**src/rtl/n_register_chain_pkg.sv**
```systemverilog
// Shared datapath constants for the matrix-multiply delay-line blocks.
package n_register_chain_pkg;
    localparam int DATA_W = 16;
endpackage

```
**src/rtl/n_register_chain_stage.sv**
```systemverilog
// One W-bit pipeline register with asynchronous active-low clear.
module n_register_chain_stage
    import n_register_chain_pkg::*;
#(
    parameter int W = DATA_W
) (
    input  logic         Clock,
    input  logic         Reset_n,
    input  logic [W-1:0] d,
    output logic [W-1:0] q
);
    always_ff @(posedge Clock or negedge Reset_n) begin
        if (!Reset_n) q <= '0;
        else          q <= d;
    end
endmodule

```
**src/rtl/n_register_chain.sv**
```systemverilog
// N-deep, W-bit fixed-latency delay line; N=0 is a combinational bypass.
// Optional stage taps under macro N_REGISTER_CHAIN_TAPS_EN.
module n_register_chain
    import n_register_chain_pkg::*;
#(
    parameter int N = 3,
    parameter int W = DATA_W,
    localparam int TAPS_W = (N > 0) ? N * W : 1
) (
    input  logic              Clock,
    input  logic              Reset_n,
    input  logic [W-1:0]      in,
`ifdef N_REGISTER_CHAIN_TAPS_EN
    output logic [TAPS_W-1:0] taps,
`endif
    output logic [W-1:0]      out
);
    if (W < 1 || N < 0 || N > 256) begin : g_bad_params
        $error("n_register_chain: illegal parameters N=%0d W=%0d", N, W);
    end

    if (N == 0) begin : g_bypass
        // Clock and reset intentionally have no effect in the bypass build.
        logic unused_ctrl;
        assign unused_ctrl = Clock ^ Reset_n;
        assign out = in;
`ifdef N_REGISTER_CHAIN_TAPS_EN
        assign taps = '0;
`endif
    end else begin : g_chain
        // chain[k] feeds stage k; chain[k+1] is its output.
        logic [W-1:0] chain [N+1];
        assign chain[0] = in;

        for (genvar k = 0; k < N; k++) begin : g_stage
            n_register_chain_stage #(.W(W)) u_stage (
                .Clock   (Clock),
                .Reset_n (Reset_n),
                .d       (chain[k]),
                .q       (chain[k+1])
            );
`ifdef N_REGISTER_CHAIN_TAPS_EN
            assign taps[k*W +: W] = chain[k+1];
`endif
        end

        assign out = chain[N];
    end
endmodule

```
**config.mk**
```make
export PLATFORM = sky130hd
export DESIGN_NAME = n_register_chain
export DESIGN_NICKNAME = d
export VERILOG_FILES = /design/src/rtl/n_register_chain_pkg.sv /design/src/rtl/n_register_chain_stage.sv /design/src/rtl/n_register_chain.sv
export SDC_FILE = /design/constraint.sdc
export NUM_CORES = 1
export LEC_CHECK = 0
export CORE_MARGIN = 2
export CORE_UTILIZATION = 40
export DETAILED_ROUTE_END_ITERATION = 6
export GPL_ROUTABILITY_DRIVEN = 0
export PLACE_DENSITY = 0.76
export SLEW_MARGIN = 30
export SYNTH_ARGS = -nofsm -noshare
export SYNTH_HDL_FRONTEND = slang
export SYNTH_SLANG_ARGS = --single-unit
```
**constraint.sdc**
```tcl
create_clock -name Clock -period 0.9 [get_ports Clock]
set_input_delay 0.18 -clock Clock [delete_from_list [all_inputs] [get_ports Clock]]
set_output_delay 0.18 -clock Clock [all_outputs]
set_load 0.1 [all_outputs]
```
==> metrics.txt <==
# TYPE chip_impl_metric gauge
chip_impl_metric{name="worst-r2r-cell-count",unit=""} 0
chip_impl_metric{name="mappedNetlistNets",unit=""} 82
chip_impl_metric{name="cp_data_required_time",unit="ns"} 0.72
chip_impl_metric{name="leakage",unit="uW"} 0.000831
chip_impl_metric{name="maximum_number_of_pins_on_one_net_before_global_route_repair",unit=""} 49
chip_impl_metric{name="cellInternalPower",unit="uW"} 3060
chip_impl_metric{name="timing.final.ws_setup",unit="ns"} -0.224
chip_impl_metric{name="syn-mean-instance-area",unit="um^2"} 20.6
chip_impl_metric{name="viasPerCell",unit=""} 3.73
chip_impl_metric{name="design_area",unit="um^2"} 1850
chip_impl_metric{name="finalWorstPathRequiredPeriod",unit="ns"} 1.12
chip_impl_metric{name="gr-usage-all-layers",unit="%"} 8.90
chip_impl_info{name="holdCritPathClass",value="in2reg"} 1
chip_impl_metric{name="yosysUniqueCellTypes",unit=""} 2
chip_impl_metric{name="finish.net_count",unit=""} 108
chip_impl_info{name="synthTopCellsByArea",value="sky130_fd_sc_hd__dfrtp_1 (91%), sky130_fd_sc_hd__buf_4 (9.1%)"} 1
chip_impl_metric{name="numPortBuffers",unit=""} 33
chip_impl_info{name="critical_path.startpoint_type",value="register"} 1
chip_impl_metric{name="n_multi_input_combinational_cell",unit=""} 0
chip_impl_info{name="rsz0062_at_grt",value="yes"} 1
chip_impl_metric{name="timing.clock.skew",unit="ns"} 0.00912
chip_impl_metric{name="power_density",unit="nW/um^2"} 2190
chip_impl_metric{name="critical_path_buf_inv_count",unit=""} 1
chip_impl_metric{name="std_cell_rows",unit=""} 20
chip_impl_metric{name="clock_sink_count",unit=""} 48
chip_impl_metric{name="synth.yosys.seq_area_share",unit="%"} 90.9
chip_impl_metric{name="power.total",unit="uW"} 4050
chip_impl_metric{name="cpPeakStageDelay",unit="ns"} 0.42
chip_impl_metric{name="final.setup.tns",unit="ns"} -3.43
chip_impl_info{name="result_of_the_run",value="finished with violations"} 1
chip_impl_metric{name="min_period_over_period",unit="%"} 125
chip_impl_metric{name="drt_first_iter_violations",unit=""} 3
chip_impl_metric{name="synth.yosys.warnings",unit=""} 0
chip_impl_metric{name="postRouteAntennaNets",unit=""} 0
chip_impl_info{name="worst_path_top_cell_family_by_delay",value="flip-flops"} 1
chip_impl_metric{name="initial_utilization",unit="%"} 42.6
chip_impl_metric{name="cts.reportedPaths.clkPinSlew",unit="ns"} 0.13
chip_impl_info{name="critical-path-slowest-cell",value="sky130_fd_sc_hd__dfrtp_1"} 1
chip_impl_metric{name="core_area",unit="um^2"} 3100
chip_impl_info{name="violations",value="setup timing"} 1
chip_impl_metric{name="detailroute.via_count",unit=""} 503
chip_impl_metric{name="cts_made_buffers",unit=""} 5
chip_impl_metric{name="worstHoldPathCells",unit=""} 1
chip_impl_metric{name="post_cts.resized_instances",unit=""} 0
chip_impl_metric{name="area_growth",unit="%"} 40.2
chip_impl_metric{name="maxSlewHeadroom",unit="%"} 84.4
chip_impl_metric{name="slew_viol_final",unit=""} 0
chip_impl_metric{name="power_switching",unit="uW"} 990
chip_impl_metric{name="max_freq",unit="MHz"} 890
chip_impl_metric{name="route.final.wire_length",unit="um"} 1430
chip_impl_metric{name="finalCoreUtilization",unit="%"} 59.7
chip_impl_metric{name="max-cap-violations",unit=""} 0
chip_impl_metric{name="max_slew.worst_pin.slew",unit="ns"} 0.234
chip_impl_metric{name="synth-seq-cells",unit=""} 48
chip_impl_metric{name="timing.final.setup_violations",unit=""} 16
chip_impl_metric{name="detail_route.drc_violations",unit=""} 0
chip_impl_metric{name="sw_frac_of_total",unit="%"} 24.5
chip_impl_metric{name="clkPwrFrac",unit="%"} 29.3
chip_impl_metric{name="dpl_cell_area",unit="um^2"} 1760
chip_impl_metric{name="grt_pass1_wl",unit="um"} 2260
chip_impl_metric{name="seq_power_share",unit="%"} 57.1
chip_impl_info{name="timing_worst_setup_path_type",value="reg2out"} 1
chip_impl_metric{name="largest_register_ff_count",unit=""} 48
chip_impl_metric{name="timing.critical_path.arrival",unit="ns"} 0.94
chip_impl_metric{name="crit_fanout",unit=""} 1
chip_impl_metric{name="antenna-diode-count",unit=""} 0
chip_impl_metric{name="route.detailed.wl_per_inst",unit="um"} 10.6
chip_impl_metric{name="netlist_area",unit="um^2"} 1320
chip_impl_info{name="cts_tree",value="done"} 1
chip_impl_info{name="layout_top_registers",value="g_chain.g_stage.u_stage.q (48)"} 1
chip_impl_metric{name="die_width",unit="um"} 61.5
chip_impl_metric{name="chip_height",unit="um"} 61.5
chip_impl_metric{name="number_of_antenna_violations_at_the_first_check_in_global_routing",unit=""} 0
chip_impl_metric{name="number_of_instances_in_the_synthesized_netlist",unit=""} 64
chip_impl_metric{name="firstDrtPassIters",unit=""} 2
chip_impl_info{name="largest-register",value="g_chain.g_stage.u_stage.q"} 1
chip_impl_metric{name="design.die.area",unit="um^2"} 3780
chip_impl_info{name="timing.critical_path.cells",value="buf_12"} 1
chip_impl_metric{name="synthDominantCellAreaShare",unit="%"} 90.9
chip_impl_metric{name="first_global_vias",unit=""} 484
chip_impl_metric{name="pre_cts_ws",unit="ns"} 0.162
chip_impl_metric{name="io-pin-count",unit=""} 34
chip_impl_info{name="root_buffer",value="sky130_fd_sc_hd__clkbuf_4"} 1
chip_impl_info{name="worst_setup_end_kind",value="primary output"} 1
chip_impl_metric{name="finalHoldViolCount",unit=""} 0
chip_impl_metric{name="post_route_cells_drive_above_1_share",unit="%"} 28.6
chip_impl_metric{name="max-clock-path-buffers",unit=""} 2
chip_impl_metric{name="ir_drop",unit="uV"} 905
chip_impl_metric{name="h_tree_lvls",unit=""} 2
chip_impl_metric{name="comb_power_share",unit="%"} 13.6
chip_impl_info{name="synth_top_cell_by_area",value="sky130_fd_sc_hd__dfrtp_1"} 1
chip_impl_metric{name="multi_input_comb_area",unit="um^2"} 0
chip_impl_metric{name="clk_latency",unit="ns"} 0.35
chip_impl_metric{name="path_depth",unit=""} 1
chip_impl_metric{name="globalRouteOverflowTotal",unit=""} 0
==> repair_timing <==
item | in CTS | in global routing
setup endpoints to repair | 16 | 16
hold endpoints to repair | 48 | 0
buffers inserted | 0 | 0
hold buffers | 1 | 0
pin swaps | 0 | 0
==> stage by stage <==
stage,std cells,hold WS [ns]
2_1_floorplan,64,-0.116
3_3_place_gp,126,0.168
3_5_place_dp,126,0.186
4_1_cts,135,0.240
5_1_grt,135,0.235
6_report,135,0.260
==> cells in the final DEF (no fill, tap or decap) <==
| cell | count |
|---|---|
| sky130_fd_sc_hd__dlygate4sd3_1 | 1 |
| sky130_fd_sc_hd__clkinvlp_4 | 1 |
| sky130_fd_sc_hd__buf_12 | 17 |
| sky130_fd_sc_hd__buf_2 | 1 |
| sky130_fd_sc_hd__clkinv_2 | 1 |
| sky130_fd_sc_hd__dfrtp_1 | 48 |
| sky130_fd_sc_hd__bufinv_16 | 1 |
| sky130_fd_sc_hd__clkbuf_4 | 5 |
| sky130_fd_sc_hd__clkdlybuf4s50_1 | 16 |
==> synth_stat cells <==
master and number:
sky130_fd_sc_hd__buf_4 16, sky130_fd_sc_hd__dfrtp_1 48
==> final cells by class <==
class                   count  area, um^2
fillers                   213        1250
flip-flops and latches     48        1200
repair buffers             35         515
well taps                  44        55.1
clock inverters             3        42.5
clock buffers               5        37.5
==> metal layers <==
metal  track usage, %  part of all wire, %  vias up
met3             3.78                  5.2        2
met4             5.47                 0.70        0
met2             13.2                   53       19
met5                0                    0        -
li1                 -                    -      230
met1             10.8                   41      252
==> power by group through the flow <==
stage	combinational, uW	sequential (uW)	clock [uW]
5_1_grt	573	2320	1340
3_5_place_dp	554	2360	0
3_3_place_gp	549	2350	0
6_report	552	2310	1180
2_1_floorplan	335	2320	0
4_1_cts	558	2310	1230
==> final timing paths <==
path	from	to	slack (ns)
hold / removal	in[15]	g_chain.g_stage[0].u_stage.q[15]	0.26
max in group asynchronous	Reset_n	g_chain.g_stage[0].u_stage.q[2]	0.35
min in group asynchronous	Reset_n	g_chain.g_stage[2].u_stage.q[13]	0.33
setup / recovery	g_chain.g_stage[2].u_stage.q[8]	out[8]	-0.22
setup reg to reg	g_chain.g_stage[0].u_stage.q[0]	g_chain.g_stage[1].u_stage.q[0]	0.41
hold reg to reg	g_chain.g_stage[1].u_stage.q[8]	g_chain.g_stage[2].u_stage.q[8]	0.35
==> logic make-up (layout without fill, tap and decap cells) <==
kind of cell,count (synthesis),in the layout,share of synthesized area (%)
flops,48,48,90.9
buf+inv,16,43,9.09
Power figures use the tool's default switching activity.
